## src/rtl/piso_tx.sv

```systemverilog
// ============================================================================
//  Module   : piso_tx
//  Purpose  : Parallel-in/serial-out transmitter, LSB first, with per-bit hold
//             and a sample strobe in the last cycle of each bit period.
//             Optional even-parity bit when PISO_TX_PARITY_EN is defined.
//  Revision : 1.0 - initial release
// ============================================================================
`default_nettype none

module piso_tx #(
   parameter int WIDTH = 8,
   parameter int HOLD  = 2
) (
   input  logic             clk,
   input  logic             rest,
   input  logic [WIDTH-1:0] din,
   input  logic             load_valid,
   output logic             load_ready,
   output logic             d_out,
   output logic             strobe,
   output logic             busy,
   output logic             done
);

`ifdef PISO_TX_PARITY_EN
   localparam int c_BITS = WIDTH + 1;
`else
   localparam int c_BITS = WIDTH;
`endif
   localparam int c_BW   = $clog2(WIDTH + 1);
   localparam int c_HW   = ($clog2(HOLD + 1) < 1) ? 1 : $clog2(HOLD + 1);

   localparam logic [c_BW-1:0] c_BIT_LAST  = c_BW'(c_BITS - 1);
   localparam logic [c_HW-1:0] c_HOLD_LAST = c_HW'(HOLD - 1);
   localparam logic            c_HOLD_ONE  = (HOLD == 1);

   typedef enum logic [1:0] {
      S_IDLE  = 2'd0,
      S_SHIFT = 2'd1,
      S_DONE  = 2'd2
   } state_t;

   state_t            r_state, w_state_nx;
   logic [c_BITS-1:0] r_shift, w_shift_nx, w_load_word;
   logic [c_BW-1:0]   r_bit_cnt, w_bit_nx;
   logic [c_HW-1:0]   r_hold_cnt, w_hold_nx;
   logic              w_d_nx, w_strobe_nx, w_busy_nx, w_done_nx, w_ready_nx;

`ifdef PISO_TX_PARITY_EN
   assign w_load_word = {^din, din};
`else
   assign w_load_word = din;
`endif

   // Outputs are decoded from the next state so they become valid on the
   // same edge that enters that state.
   always_comb begin
      w_state_nx  = r_state;
      w_shift_nx  = r_shift;
      w_bit_nx    = r_bit_cnt;
      w_hold_nx   = r_hold_cnt;
      w_d_nx      = 1'b0;
      w_strobe_nx = 1'b0;
      w_busy_nx   = 1'b0;
      w_done_nx   = 1'b0;
      w_ready_nx  = 1'b0;
      case (r_state)
         S_IDLE: begin
            w_ready_nx = 1'b1;
            if (load_valid && load_ready) begin
               w_state_nx  = S_SHIFT;
               w_shift_nx  = w_load_word;
               w_bit_nx    = '0;
               w_hold_nx   = '0;
               w_ready_nx  = 1'b0;
               w_busy_nx   = 1'b1;
               w_d_nx      = w_load_word[0];
               w_strobe_nx = c_HOLD_ONE;
            end
         end
         S_SHIFT: begin
            w_busy_nx = 1'b1;
            if (r_hold_cnt == c_HOLD_LAST) begin
               if (r_bit_cnt == c_BIT_LAST) begin
                  w_state_nx = S_DONE;
                  w_busy_nx  = 1'b0;
                  w_done_nx  = 1'b1;
               end else begin
                  w_shift_nx  = r_shift >> 1;
                  w_bit_nx    = r_bit_cnt + 1'b1;
                  w_hold_nx   = '0;
                  w_d_nx      = r_shift[1];
                  w_strobe_nx = c_HOLD_ONE;
               end
            end else begin
               w_hold_nx   = r_hold_cnt + 1'b1;
               w_d_nx      = r_shift[0];
               w_strobe_nx = ((r_hold_cnt + 1'b1) == c_HOLD_LAST);
            end
         end
         S_DONE: begin
            w_state_nx = S_IDLE;
            w_ready_nx = 1'b1;
         end
         default: begin
            w_state_nx = S_IDLE;
            w_ready_nx = 1'b1;
         end
      endcase
   end

   always_ff @(posedge clk or negedge rest) begin
      if (!rest) begin
         r_state    <= S_IDLE;
         r_shift    <= '0;
         r_bit_cnt  <= '0;
         r_hold_cnt <= '0;
         d_out      <= 1'b0;
         strobe     <= 1'b0;
         busy       <= 1'b0;
         done       <= 1'b0;
         load_ready <= 1'b1;
      end else begin
         r_state    <= w_state_nx;
         r_shift    <= w_shift_nx;
         r_bit_cnt  <= w_bit_nx;
         r_hold_cnt <= w_hold_nx;
         d_out      <= w_d_nx;
         strobe     <= w_strobe_nx;
         busy       <= w_busy_nx;
         done       <= w_done_nx;
         load_ready <= w_ready_nx;
      end
   end

endmodule

`default_nettype wire
```

## config.mk

```make
export PLATFORM = sky130hd
export DESIGN_NAME = piso_tx
export DESIGN_NICKNAME = d
export VERILOG_FILES = /design/src/rtl/piso_tx.sv
export SDC_FILE = /design/constraint.sdc
export NUM_CORES = 1
export LEC_CHECK = 0
export BUFFER_PORTS_ARGS = -buffer_cell sky130_fd_sc_hd__buf_2
export CAP_MARGIN = 40
export CORE_MARGIN = 3
export CORE_UTILIZATION = 58
export DETAILED_ROUTE_END_ITERATION = 12
export GPL_ROUTABILITY_DRIVEN = 0
export MAX_ROUTING_LAYER = met4
export PLACE_DENSITY = 0.85
export SETUP_SLACK_MARGIN = 0.5
export SYNTH_ARGS = -nofsm -noshare
export SYNTH_HDL_FRONTEND = slang
export SYNTH_SLANG_ARGS = --single-unit
```

## constraint.sdc

```tcl
create_clock -name clk -period 4.17 [get_ports clk]
set_input_delay 0.2085 -clock clk [delete_from_list [all_inputs] [get_ports clk]]
set_output_delay 0.2085 -clock clk [all_outputs]
set_load 0.01 [all_outputs]
```

==> metrics.md, run 1 <==
| Metric | Value |
|---|---|
| Max Clock Skew | 0.0113 ns |
| Total routing resource utilization after global routing | 20.9% |
| Mean post-synth cell area | 12.4 um2 |
| Total clock sinks | 21 |
| GRT Residual Overflow | 0 |
| I/O pin cnt | 16 |
| Share of flip-flops with an asynchronous set or reset after synthesis | 100% |
| Required time worst endpoint | 4.36 ns |
| # fillers | 122 |
| Clock slew seen by the registers of the worst setup and hold paths | 0.11 ns |
| Gate count after technology mapping | 81 |
| Yosys Warn Count | 0 |
| Post-synthesis to final-layout area growth | 9.59% |
| Final critical-path share of the clock period | 40.3% |
| Synthesized netlist net count | 93 |
| Min-Delay Path Class | in2reg |
| Gates resized, CTS repair | 0 |
| Area of the placeable core | 1580 um2 |
| Worst Path Class, Setup | reg2reg |
| Maximum vdd ir drop | 0.000408 V |
| Buffer type at the clock tree root | sky130_fd_sc_hd__clkbuf_4 |
| Clock Path Buffers | 2 |
| Synth area leaders | sky130_fd_sc_hd__dfrtp_1, sky130_fd_sc_hd__o221a_1, sky130_fd_sc_hd__or2b_1, sky130_fd_sc_hd__dfstp_2, sky130_fd_sc_hd__o21ai_0 |
| Post-detailed-route count of antenna-violating nets | 0 |
| Highest clock rate | 595 MHz |
| Via count of the first global-routing pass | 652 |
| IO buf count | 15 |
| Die height | 47.6 um |
| TNS Setup | 0 ns |
| Tightest slew margin relative to the limit | 56.3% |
| Arrival time worst endpoint | 1.88 ns |
| Total inserted antenna cells | 0 |
| Worst hold path cell count | 3 |
| Number of design rule violations left after detail routing | 0 |
| Wire length after detailed routing | 1850 um |
| Die outline area | 2270 um2 |
| RSZ-0062 raised after global routing | no |
| Final hold slack | 0.106 ns |
| First DRT Iteration DRCs | 5 |
| Power density relative to cell area | 717 nW/um2 |
| CTS HTree Levels | 1 |
| Placed instance count | 108 |
| Static Leakage | 0.000479 uW |
| Number of iterations in the first detailed-routing pass | 4 |
| Clock period minus final worst setup slack | 1.68 ns |
| Proportion of synthesized chip area in sequential cells | 52.4% |
| Routed wirelength normalized by instance count | 16.4 um |
| Die extent in x | 47.6 um |
| Most frequent cells after synthesis | sky130_fd_sc_hd__dfrtp_1, sky130_fd_sc_hd__o221a_1, sky130_fd_sc_hd__o21ai_0, sky130_fd_sc_hd__or2b_1 |
| Slew of the pin with the lowest slew margin | 0.654 ns |
| Capturing element type of the critical path | flop |
| Post-route standard cell area excluding fillers | 1100 um2 |
| Source-to-sink clock delay at the later pin of the worst-skew pair | 0.31 ns |
| Area share of the largest cell type after synthesis | 49.8% |
| Most frequent cell after synthesis | sky130_fd_sc_hd__dfrtp_1 |
| Top FF cell, synth | sky130_fd_sc_hd__dfrtp_1 |
| Cts bufs inserted | 3 |
| Combined flip-flop and latch cell area | 527 um2 |
| Number of different library cells in the post-synthesis netlist | 38 |
| Via total after detailed routing | 706 |
| Fraction of final layout cells with drive strength greater than 1 | 23.7% |
| Library cell occupying the most area in the post-synthesis netlist | sky130_fd_sc_hd__dfrtp_1 |
| Post-Syn Area | 1000 um2 |
| Endpoints failing setup | 0 |
| Global-route wire length before repair | 3080 um |
| Number of antenna violations at the first check in global routing | 0 |
| Instance area after placement | 1060 um2 |
| Number of nets at the end of the flow | 110 |
| Starting Density | 63.7% |
| Fin. Hold Viols | 0 |
| Setup crit start kind | flop |
| Final max-slew violation count | 0 |
| Maximum fanout along the worst path | 9 |
| Detail Placement HPWL | 1330 um |
| Maximum number of pins on one net before global-route repair | 22 |
| Finished Layout Cells | 113 |
| Maximum capacitance violations | 0 |
| TritonCTS clock tree | done |
| Register-to-Register Path Depth | 3 |
| #FFs+latches synth | 21 |
| Post-synth EDFFs | 0 |
| Multi-input gate area in the final layout | 435 um2 |
| Number of rows in the core area | 14 |
| Status | finished, final reports clean |
| Avg Vias per Cell | 6.25 |
## path summary, 6_finish.rpt
path | to | startpoint | slack [ns]
hold / removal | r_shift[7] | din[7] | 0.11
min in group asynchronous | r_shift[6] | rest | 0.36
setup reg to reg | r_shift[1] | r_hold_cnt[0] | 2.49
max in group asynchronous | load_ready | rest | 3.47
setup / recovery | r_shift[1] | r_hold_cnt[0] | 2.49
hold reg to reg | r_bit_cnt[0] | r_bit_cnt[0] | 0.54
## stage by stage
step           utilization [%]  worst slack [ns]  total power [uW]
2_1_floorplan                -              2.77               623
3_3_place_gp              67.5              2.62               677
3_5_place_dp              67.5              2.54               693
4_1_cts                   69.8              2.51               791
5_1_grt                   69.8              2.32               846
6_report                  69.8              2.49               790
## where the power goes
| part | total (uW) | switching [uW] | internal, uW |
|---|---|---|---|
| sequential | 359 | 70.2 | 289 |
| combinational | 336 | 177 | 159 |
| clock | 95.1 | 57.7 | 37.4 |
| total | 790 | 305 | 485 |
## sequential cells by signal, indices dropped and copies added (netlist names)
register and flops:
load_ready 1, r_hold_cnt 2, busy 1, r_state 2, r_shift 8, d_out 1
strobe 1, r_bit_cnt 4, done 1
## per-layer routing
layer / wire (um) / global-route usage (%) / up-vias
li1: - / - / 349
met1: 941 / 27.9 / 340
met2: 815 / 29.4 / 13
met3: 68 / 6.77 / 4
met4: 29 / 8.06 / 0
met5: 0 / - / -
## critical path, cell delays in order, from the launching register on
cell	delay [ns]
sky130_fd_sc_hd__dfrtp_1	0.47
sky130_fd_sc_hd__nor2b_1	0.58
sky130_fd_sc_hd__nand3_4	0.22
sky130_fd_sc_hd__o221a_1	0.29
## kinds of logic (layout without fill, tap and decap cells)
family | count (synthesis) | count (layout) | synth area share, %
AO/OA/AOI/OAI | 26 | 26 | 21.4
AND/OR/NAND/NOR | 26 | 26 | 19.7
flip-flops | 21 | 21 | 52.4
buffers and inverters | 6 | 22 | 4.23
adder cells (fa/ha/maj) | 1 | 1 | 1.25
multiplexers | 1 | 1 | 0.996
## cell usage in the layout (no fill, tap or decap), drive strengths merged, types with 3 or more instances in the layout
cell type / Yosys / final
dfrtp: 20 / 20
buf: 4 / 15
o221a: 6 / 6
o21ai: 6 / 6
or2b: 5 / 5
clkbuf: 0 / 4
a31oi: 3 / 3
nand3b: 3 / 3
nor2: 3 / 3
## final cells by class
cell class,instances,area share (%)
Sequential cell,21,47.8
Timing Repair Buffer,16,7.73
Tap cell,16,1.82
Inverter,2,0.682
Multi-Input combinational cell,54,39.5
Clock buffer,4,2.39
## repair_timing
| item | 4_1_cts | 5_1_grt |
|---|---|---|
| hold buffers | 1 | 0 |
| endpoints found under the hold margin | 20 | 0 |
| buffers inserted | 0 | 0 |
Note: power is estimated with default switching activity, not from simulation.
==> inputs of run 2 (changes only) <==
ABC_AREA = 1   (was not set)
CORE_UTILIZATION = 49   (was 58)
PLACE_DENSITY = 0.77   (was 0.85)
clock period = 1.5 ns   (was 4.17 ns; I/O delays follow)
==> run 2 against run 1 <==
Effect of this change:
- critical path type unchanged
- critical endpoint is now r_bit_cnt[3]
- global-route usage grew 0.13 points
- worst setup slack lost 2.3 ns
- clock-buffer cell count is the same
- clock skew fell by 0.0085 ns
- register-to-register slack got worse by 2.3 ns
- highest routed layer unchanged
==> metrics.md, run 2 <==
| Metric | Value |
|---|---|
| Maximum number of pins on one net before global-route repair | 22 (unchanged) |
| Number of nets at the end of the flow | 185 (was 110) |
| Maximum capacitance violations | 0 (unchanged) |
| Synthesized netlist net count | 152 (was 93) |
| Final max-slew violation count | 0 (unchanged) |
| Fin. Hold Viols | 0 (unchanged) |
| Number of iterations in the first detailed-routing pass | 4 (unchanged) |
| Clock slew seen by the registers of the worst setup and hold paths | 0.12 ns (was 0.11 ns) |
| Capturing element type of the critical path | flop (unchanged) |
| Placed instance count | 180 (was 108) |
| Post-synth EDFFs | 0 (unchanged) |
| Complex-gate fraction of the synthesized area | 0.476% (was 21.4%) |
| Top FF cell, synth | sky130_fd_sc_hd__dfrtp_1 (unchanged) |
| Die extent in x | 52.3 um (was 47.6 um) |
| IO buf count | 15 (unchanged) |
| # fillers | 154 (was 122) |
| Share of flip-flops with an asynchronous set or reset after synthesis | 100% (unchanged) |
| Finished Layout Cells | 199 (was 113) |
| Post-synthesis share of cell area spent on full adders, half adders and majority gates | 1.19% (was 1.25%) |
| Via count of the first global-routing pass | 942 (was 652) |
| Worst Path Class, Setup | reg2reg (unchanged) |
| Maximum fanout along the worst path | 3 (was 9) |
| Avg Vias per Cell | 5.15 (was 6.25) |
| Global-route wire length before repair | 4120 um (was 3080 um) |
| Leading cell types in the layout, fill and taps excluded | sky130_fd_sc_hd__nand2_1, sky130_fd_sc_hd__dfrtp_1, sky130_fd_sc_hd__buf_2 (was sky130_fd_sc_hd__dfrtp_1, sky130_fd_sc_hd__buf_2, sky130_fd_sc_hd__o221a_1) |
| Area share of the largest cell type after synthesis | 47.6% (was 49.8%) |
| Area of the placeable core | 2000 um2 (was 1580 um2) |
| Most frequent cell after synthesis | sky130_fd_sc_hd__nand2_1 (was sky130_fd_sc_hd__dfrtp_1) |
| Starting Density | 52.5% (was 63.7%) |
| Detail Placement HPWL | 1540 um (was 1330 um) |
| Cell breakdown of the critical path | nand2_1 -> a21oi_2 -> inv_1 -> nor2_1 -> nand2_1 -> nand2_1 (was nor2b_1 -> nand3_4 -> o221a_1) |
| Max Clock Skew | 0.00273 ns (was 0.0113 ns) |
| Cell with the largest stage delay on the worst path | sky130_fd_sc_hd__dfstp_2 (was sky130_fd_sc_hd__nor2b_1) |
| Clock period minus final worst setup slack | 1.30 ns (was 1.68 ns) |
| Highest clock rate | 770 MHz (was 595 MHz) |
| Maximum vdd ir drop | 0.00121 V (was 0.000408 V) |
| Fraction of final layout cells with drive strength greater than 1 | 38.4% (was 23.7%) |
| Largest register FFs | 8 (unchanged) |
| Highest cell delay on the worst timing path | 0.57 ns (was 0.58 ns) |
| Post-detailed-route count of antenna-violating nets | 0 (unchanged) |
| Die height | 52.3 um (was 47.6 um) |
| Final critical-path share of the clock period | 86.6% (was 40.3%) |
| Cts bufs inserted | 3 (unchanged) |
| Yosys Warn Count | 0 (unchanged) |
| TritonCTS clock tree | done (unchanged) |
| Most frequent cells after synthesis | sky130_fd_sc_hd__nand2_1, sky130_fd_sc_hd__dfrtp_1, sky130_fd_sc_hd__nand3_1 (was sky130_fd_sc_hd__dfrtp_1, sky130_fd_sc_hd__o221a_1, sky130_fd_sc_hd__o21ai_0, sky130_fd_sc_hd__or2b_1) |
| Die outline area | 2740 um2 (was 2270 um2) |
| Power density relative to cell area | 2220 nW/um2 (was 717 nW/um2) |
| Regs by FF count | r_shift x8, r_bit_cnt x4 (unchanged) |
| Post-Syn Area | 1050 um2 (was 1000 um2) |
| #FFs+latches synth | 21 (unchanged) |
| Gate count after technology mapping | 140 (was 81) |
| Most common library cell in the layout ignoring fill and taps | sky130_fd_sc_hd__nand2_1 (was sky130_fd_sc_hd__dfrtp_1) |
| Mean post-synth cell area | 7.51 um2 (was 12.4 um2) |
| Endpoints failing setup | 0 (unchanged) |
| Post-synthesis share of cell area spent on xor and xnor gates | 0% (unchanged) |
| Min-Delay Path Class | in2reg (unchanged) |
| Number of rows in the core area | 16 (was 14) |
| Dominant cell type by count on the critical path | sky130_fd_sc_hd__nand2_1 |
| Source-to-sink clock delay at the later pin of the worst-skew pair | 0.30 ns (was 0.31 ns) |
| CTS HTree Levels | 1 (unchanged) |
| Slew of the pin with the lowest slew margin | 0.474 ns (was 0.654 ns) |
| RSZ-0062 raised after global routing | yes (was no) |
| Number of design rule violations left after detail routing | 0 (unchanged) |
| Required time worst endpoint | 1.75 ns (was 4.36 ns) |
| Largest family of logic cells by synthesized area | simple AND/OR/NAND/NOR gates (was compound AO/OA/AOI/OAI gates) |
| Total inserted antenna cells | 0 (unchanged) |
| Library cell occupying the most area in the post-synthesis netlist | sky130_fd_sc_hd__dfrtp_1 (unchanged) |
| Tightest slew margin relative to the limit | 68.4% (was 56.3%) |
| Routed wirelength normalized by instance count | 14.0 um (was 16.4 um) |
| GRT Residual Overflow | 0 (unchanged) |
| Clock Path Buffers | 2 (unchanged) |
| TNS Setup | 0 ns (unchanged) |
| Post-synthesis simple-gate area fraction | 38.9% (was 19.7%) |
| Status | finished, final reports clean (unchanged) |
| Static Leakage | 0.000777 uW (was 0.000479 uW) |
| Post-synthesis to final-layout area growth | 35.4% (was 9.59%) |
| Via total after detailed routing | 1025 (was 706) |
| Wire length after detailed routing | 2790 um (was 1850 um) |
| Number of different library cells in the post-synthesis netlist | 15 (was 38) |
| Number of antenna violations at the first check in global routing | 0 (unchanged) |
| I/O pin cnt | 16 (unchanged) |
| Setup crit start kind | flop (unchanged) |
| Total clock sinks | 21 (unchanged) |
| Proportion of synthesized chip area in sequential cells | 50.1% (was 52.4%) |
| Share of cell area taken by muxes after synthesis | 0% (was 0.996%) |
| Arrival time worst endpoint | 1.55 ns (was 1.88 ns) |
| Buffer type at the clock tree root | sky130_fd_sc_hd__clkbuf_4 (unchanged) |
| Total routing resource utilization after global routing | 21.0% (was 20.9%) |
| Top reg by flops | r_shift (unchanged) |
| Synth area leaders | sky130_fd_sc_hd__dfrtp_1, sky130_fd_sc_hd__nand2_1, sky130_fd_sc_hd__nand3_1, sky130_fd_sc_hd__inv_1, sky130_fd_sc_hd__nor2_1 (was sky130_fd_sc_hd__dfrtp_1, sky130_fd_sc_hd__o221a_1, sky130_fd_sc_hd__or2b_1, sky130_fd_sc_hd__dfstp_2, sky130_fd_sc_hd__o21ai_0) |
| First DRT Iteration DRCs | 36 (was 5) |
run 2: changes by cell type in the layout (fill, tap and decap cells not counted), moves of 6 or more:
cell,delta
sky130_fd_sc_hd__o221a_1,-6
sky130_fd_sc_hd__buf_4,+10
sky130_fd_sc_hd__nand2_1,+55
sky130_fd_sc_hd__inv_1,+7
sky130_fd_sc_hd__buf_6,+8
sky130_fd_sc_hd__nand3_2,+6
sky130_fd_sc_hd__nand3_1,+8
sky130_fd_sc_hd__nand2_2,+7
run 2: per-layer routing:
metal | vias to the layer above | track usage [%] | share of wire, %
met5 | - | - | 0
met4 | 0 | 7.66 | 3.1
met3 | 12 | 2.85 | 4.0
met2 | 39 | 35.5 | 54
met1 | 484 | 25.5 | 39
li1 | 490 | - | -
run 2: worst max-delay path: cells and delay by family (launching register included):
kind                   cells  cell delay [ns]
DFF                        1             0.57
and+or+nand+nor            4             0.32
AOI/OAI and AO/OA          1             0.25
buffers and inverters      1             0.10
run 2: timing repair:
| item | CTS | global route |
|---|---|---|
| hold endpoints to repair | 20 | 0 |
| resized for setup | 18 | 19 |
| endpoints found under the setup margin | 22 | 22 |
| gates cloned | 0 | 1 |
| hold buffers | 1 | 0 |
| pin swaps | 12 | 12 |
| setup buffers | 7 | 6 |
run 2: worst paths after layout:
| kind | end | start | slack (ns) | cells past startpoint |
|---|---|---|---|---|
| worst min register to register | r_shift[7] | r_shift[7] | 0.49 | 2 |
| max in group asynchronous | r_state[1] | rest | 0.91 | 2 |
| worst max-delay path | r_bit_cnt[3] | load_ready | 0.20 | 6 |
| min in group asynchronous | done | rest | 0.24 | 2 |
| worst max register to register | r_bit_cnt[3] | load_ready | 0.20 | 6 |
| worst min-delay path | r_shift[7] | din[7] | 0.02 | 3 |
run 2: cell type report:
type / instances / area [um2] / area share, %
inverter: 15 / 58.8 / 4.13
tap: 27 / 33.8 / 2.37
sequential: 21 / 528 / 37.1
clock buffer: 4 / 26.3 / 1.85
timing repair buffer: 33 / 245 / 17.2
multi-input combinational: 99 / 531 / 37.3
run 2: report_power, final:
group	total, uW	switching [uW]	leakage (uW)	internal (uW)
Sequential	940	162	0.000263	779
Clock	279	176	0.0000150	104
Combinational	1940	1100	0.000499	838
run 2: kinds of logic (layout without fill, tap and decap cells):
family,count (synthesis),after routing
flops,21,21
buf+inv,20,52
fa+ha+maj,1,1
compound gates,1,1
simple gates,97,97
run 2: through the flow:
stage | power, uW | util, % | area (um2) | hold slack, ns | setup WS (ns)
after floorplan | 1950 | - | 1060 | -0.221 | 0.331
after global placement | 2140 | 57.5 | 1150 | 0.0535 | 0.154
after detailed placement | 2190 | 57.5 | 1150 | 0.0613 | 0.0881
after CTS | 2770 | 65.5 | 1310 | 0.0194 | 0.270
after global routing | 3400 | 71.1 | 1420 | 0.0220 | 0.150
final | 3160 | 71.1 | 1420 | 0.0152 | 0.200
==> inputs of run 3 (changes only) <==
ABC_AREA = not set   (was 1)
CORE_UTILIZATION = 48   (was 49)
PLACE_DENSITY = 0.76   (was 0.77)
==> run 3 against run 2 <==
Effect of this change:
- via count fell by 19%
- fmax fell by 7.1%
- design area fell by 3.5%
- worst setup slack got worse by 0.099 ns
- final cell count fell by 29%
- die area fell by 2.1%
- wire length fell by 15%
- largest power group unchanged
==> metrics.md, run 3 (synthesis gave the netlist of run 1 again) <==
| Metric | Value |
|---|---|
| Slew of the pin with the lowest slew margin | 0.461 ns (was 0.474 ns) |
| Status | finished, final reports clean (unchanged) |
| Cell breakdown of the critical path | and4bb_4 -> or2b_1 -> o221a_1 (was nand2_1 -> a21oi_2 -> inv_1 -> nor2_1 -> nand2_1 -> nand2_1) |
| Placed instance count | 119 (was 180) |
| Cts bufs inserted | 3 (unchanged) |
| Top reg by flops | r_shift (unchanged) |
| Detail Placement HPWL | 1440 um (was 1540 um) |
| GRT Residual Overflow | 0 (unchanged) |
| Tightest slew margin relative to the limit | 69.3% (was 68.4%) |
| Highest clock rate | 715 MHz (was 770 MHz) |
| Total clock sinks | 21 (unchanged) |
| Maximum vdd ir drop | 0.00108 V (was 0.00121 V) |
| Worst Path Class, Setup | reg2reg (unchanged) |
| I/O pin cnt | 16 (unchanged) |
| Capturing element type of the critical path | flop (unchanged) |
| Area of the placeable core | 1840 um2 (was 2000 um2) |
| Routed wirelength normalized by instance count | 16.6 um (was 14.0 um) |
| Final max-slew violation count | 0 (unchanged) |
| Setup crit start kind | flop (unchanged) |
| Leading cell types in the layout, fill and taps excluded | sky130_fd_sc_hd__dfrtp_1, sky130_fd_sc_hd__buf_2, sky130_fd_sc_hd__buf_4 (was sky130_fd_sc_hd__nand2_1, sky130_fd_sc_hd__dfrtp_1, sky130_fd_sc_hd__buf_2) |
| Power density relative to cell area | 2040 nW/um2 (was 2220 nW/um2) |
| Highest cell delay on the worst timing path | 0.60 ns (was 0.57 ns) |
| CTS HTree Levels | 1 (unchanged) |
| Final hold slack | 0.0855 ns (was 0.0152 ns) |
| Buffer type at the clock tree root | sky130_fd_sc_hd__clkbuf_4 (unchanged) |
| Most common library cell in the layout ignoring fill and taps | sky130_fd_sc_hd__dfrtp_1 (was sky130_fd_sc_hd__nand2_1) |
| Maximum number of pins on one net before global-route repair | 22 (unchanged) |
| Max Clock Skew | 0.0114 ns (was 0.00273 ns) |
| Avg Vias per Cell | 5.85 (was 5.15) |
| Die height | 51.8 um (was 52.3 um) |
| Die outline area | 2680 um2 (was 2740 um2) |
| Source-to-sink clock delay at the later pin of the worst-skew pair | 0.31 ns (was 0.30 ns) |
| Number of nets at the end of the flow | 130 (was 185) |
| Final critical-path share of the clock period | 93.3% (was 86.6%) |
| RSZ-0062 raised after global routing | yes (unchanged) |
| Arrival time worst endpoint | 1.60 ns (was 1.55 ns) |
| Required time worst endpoint | 1.70 ns (was 1.75 ns) |
| Maximum fanout along the worst path | 9 (was 3) |
| Endpoints failing setup | 0 (unchanged) |
| Via total after detailed routing | 831 (was 1025) |
| Starting Density | 54.6% (was 52.5%) |
| Fin. Hold Viols | 0 (unchanged) |
| TritonCTS clock tree | done (unchanged) |
| Number of iterations in the first detailed-routing pass | 4 (unchanged) |
| IO buf count | 15 (unchanged) |
| Finished Layout Cells | 142 (was 199) |
| Via count of the first global-routing pass | 776 (was 942) |
| Clock period minus final worst setup slack | 1.40 ns (was 1.30 ns) |
| Number of rows in the core area | 15 (was 16) |
| Wire length after detailed routing | 2360 um (was 2790 um) |
| Number of antenna violations at the first check in global routing | 0 (unchanged) |
| Cell with the largest stage delay on the worst path | sky130_fd_sc_hd__dfstp_2 (unchanged) |
| TNS Setup | 0 ns (unchanged) |
| Number of design rule violations left after detail routing | 0 (unchanged) |
| Fraction of final layout cells with drive strength greater than 1 | 47.0% (was 38.4%) |
| Clock slew seen by the registers of the worst setup and hold paths | 0.12 ns (about the same) |
| Post-synthesis to final-layout area growth | 36.6% (was 35.4%) |
| Largest register FFs | 8 (unchanged) |
| Static Leakage | 0.000585 uW (was 0.000777 uW) |
| Maximum capacitance violations | 0 (unchanged) |
| Min-Delay Path Class | in2reg (unchanged) |
| Total routing resource utilization after global routing | 18.3% (was 21.0%) |
| Regs by FF count | r_shift x8, r_bit_cnt x4 (unchanged) |
| Total inserted antenna cells | 0 (unchanged) |
| Post-detailed-route count of antenna-violating nets | 0 (unchanged) |
| Clock Path Buffers | 2 (unchanged) |
| Die extent in x | 51.8 um (was 52.3 um) |
| First DRT Iteration DRCs | 25 (was 36) |
| Post-route core utilization | 74.6% (was 71.1%) |
| Global-route wire length before repair | 3530 um (was 4120 um) |
## run 3: changes by cell type in the layout (fill, tap and decap cells not counted), moves of 4 or more
cell / change
sky130_fd_sc_hd__nand3_2: -6
sky130_fd_sc_hd__nand2_1: -55
sky130_fd_sc_hd__nor2_1: -5
sky130_fd_sc_hd__inv_2: -5
sky130_fd_sc_hd__nand2_2: -7
sky130_fd_sc_hd__o221a_1: +6
sky130_fd_sc_hd__or2b_1: +5
sky130_fd_sc_hd__inv_1: -7
sky130_fd_sc_hd__buf_4: +4
sky130_fd_sc_hd__nand3_1: -8
## run 3: final cells by class
type | count | area, um2
flip-flops and latches | 21 | 532
multi-input cells | 54 | 504
fillers | 123 | 467
repair buffers | 36 | 272
well taps | 25 | 31.3
clock buffers | 4 | 26.3
inverters | 2 | 7.51
## run 3: worst paths after layout
check / end / slack (ns) / startpoint / cells after the start
setup / recovery: r_shift[3] / 0.10 / load_ready / 3
hold reg to reg: r_shift[0] / 0.56 / r_shift[0] / 2
hold / removal: r_shift[0] / 0.09 / din[0] / 3
min in group asynchronous: busy / 0.22 / rest / 2
setup reg to reg: r_shift[3] / 0.10 / load_ready / 3
max in group asynchronous: r_state[0] / 0.92 / rest / 2
## run 3: per-stage QoR
step / instance area, um2 / setup WS, ns / total power (uW)
after global routing: 1370 / 0.0476 / 2970
after detailed placement: 1110 / 0.0462 / 2020
after CTS: 1240 / 0.119 / 2440
after floorplan: 1030 / 0.195 / 1800
after global placement: 1110 / 0.0781 / 1990
final: 1370 / 0.101 / 2800
## run 3: layer usage
layer | up-vias | GRT usage (%) | part of all wire, %
li1 | 383 | - | -
met1 | 420 | 22.7 | 44
met2 | 22 | 29.7 | 51
met3 | 6 | 2.87 | 3.2
met4 | 0 | 7.86 | 2.0
met5 | - | - | 0
## run 3: critical path, delay by kind of cell (launching register included)
| kind | cells | cell delay [ns] |
|---|---|---|
| compound gates | 1 | 0.12 |
| simple gates | 2 | 0.57 |
| flops | 1 | 0.60 |
## run 3: power by group
part | internal [uW] | switching, uW
registers | 808 | 203
clock network | 104 | 176
logic | 854 | 653
## run 3: what timing repair did
item / in CTS / in global routing
hold buffers: 2 / 0
setup endpoints to repair: 21 / 21
setup buffers: 6 / 11
gates resized for setup: 9 / 10
endpoints found under the hold margin: 21 / 0
pin swaps: 11 / 10
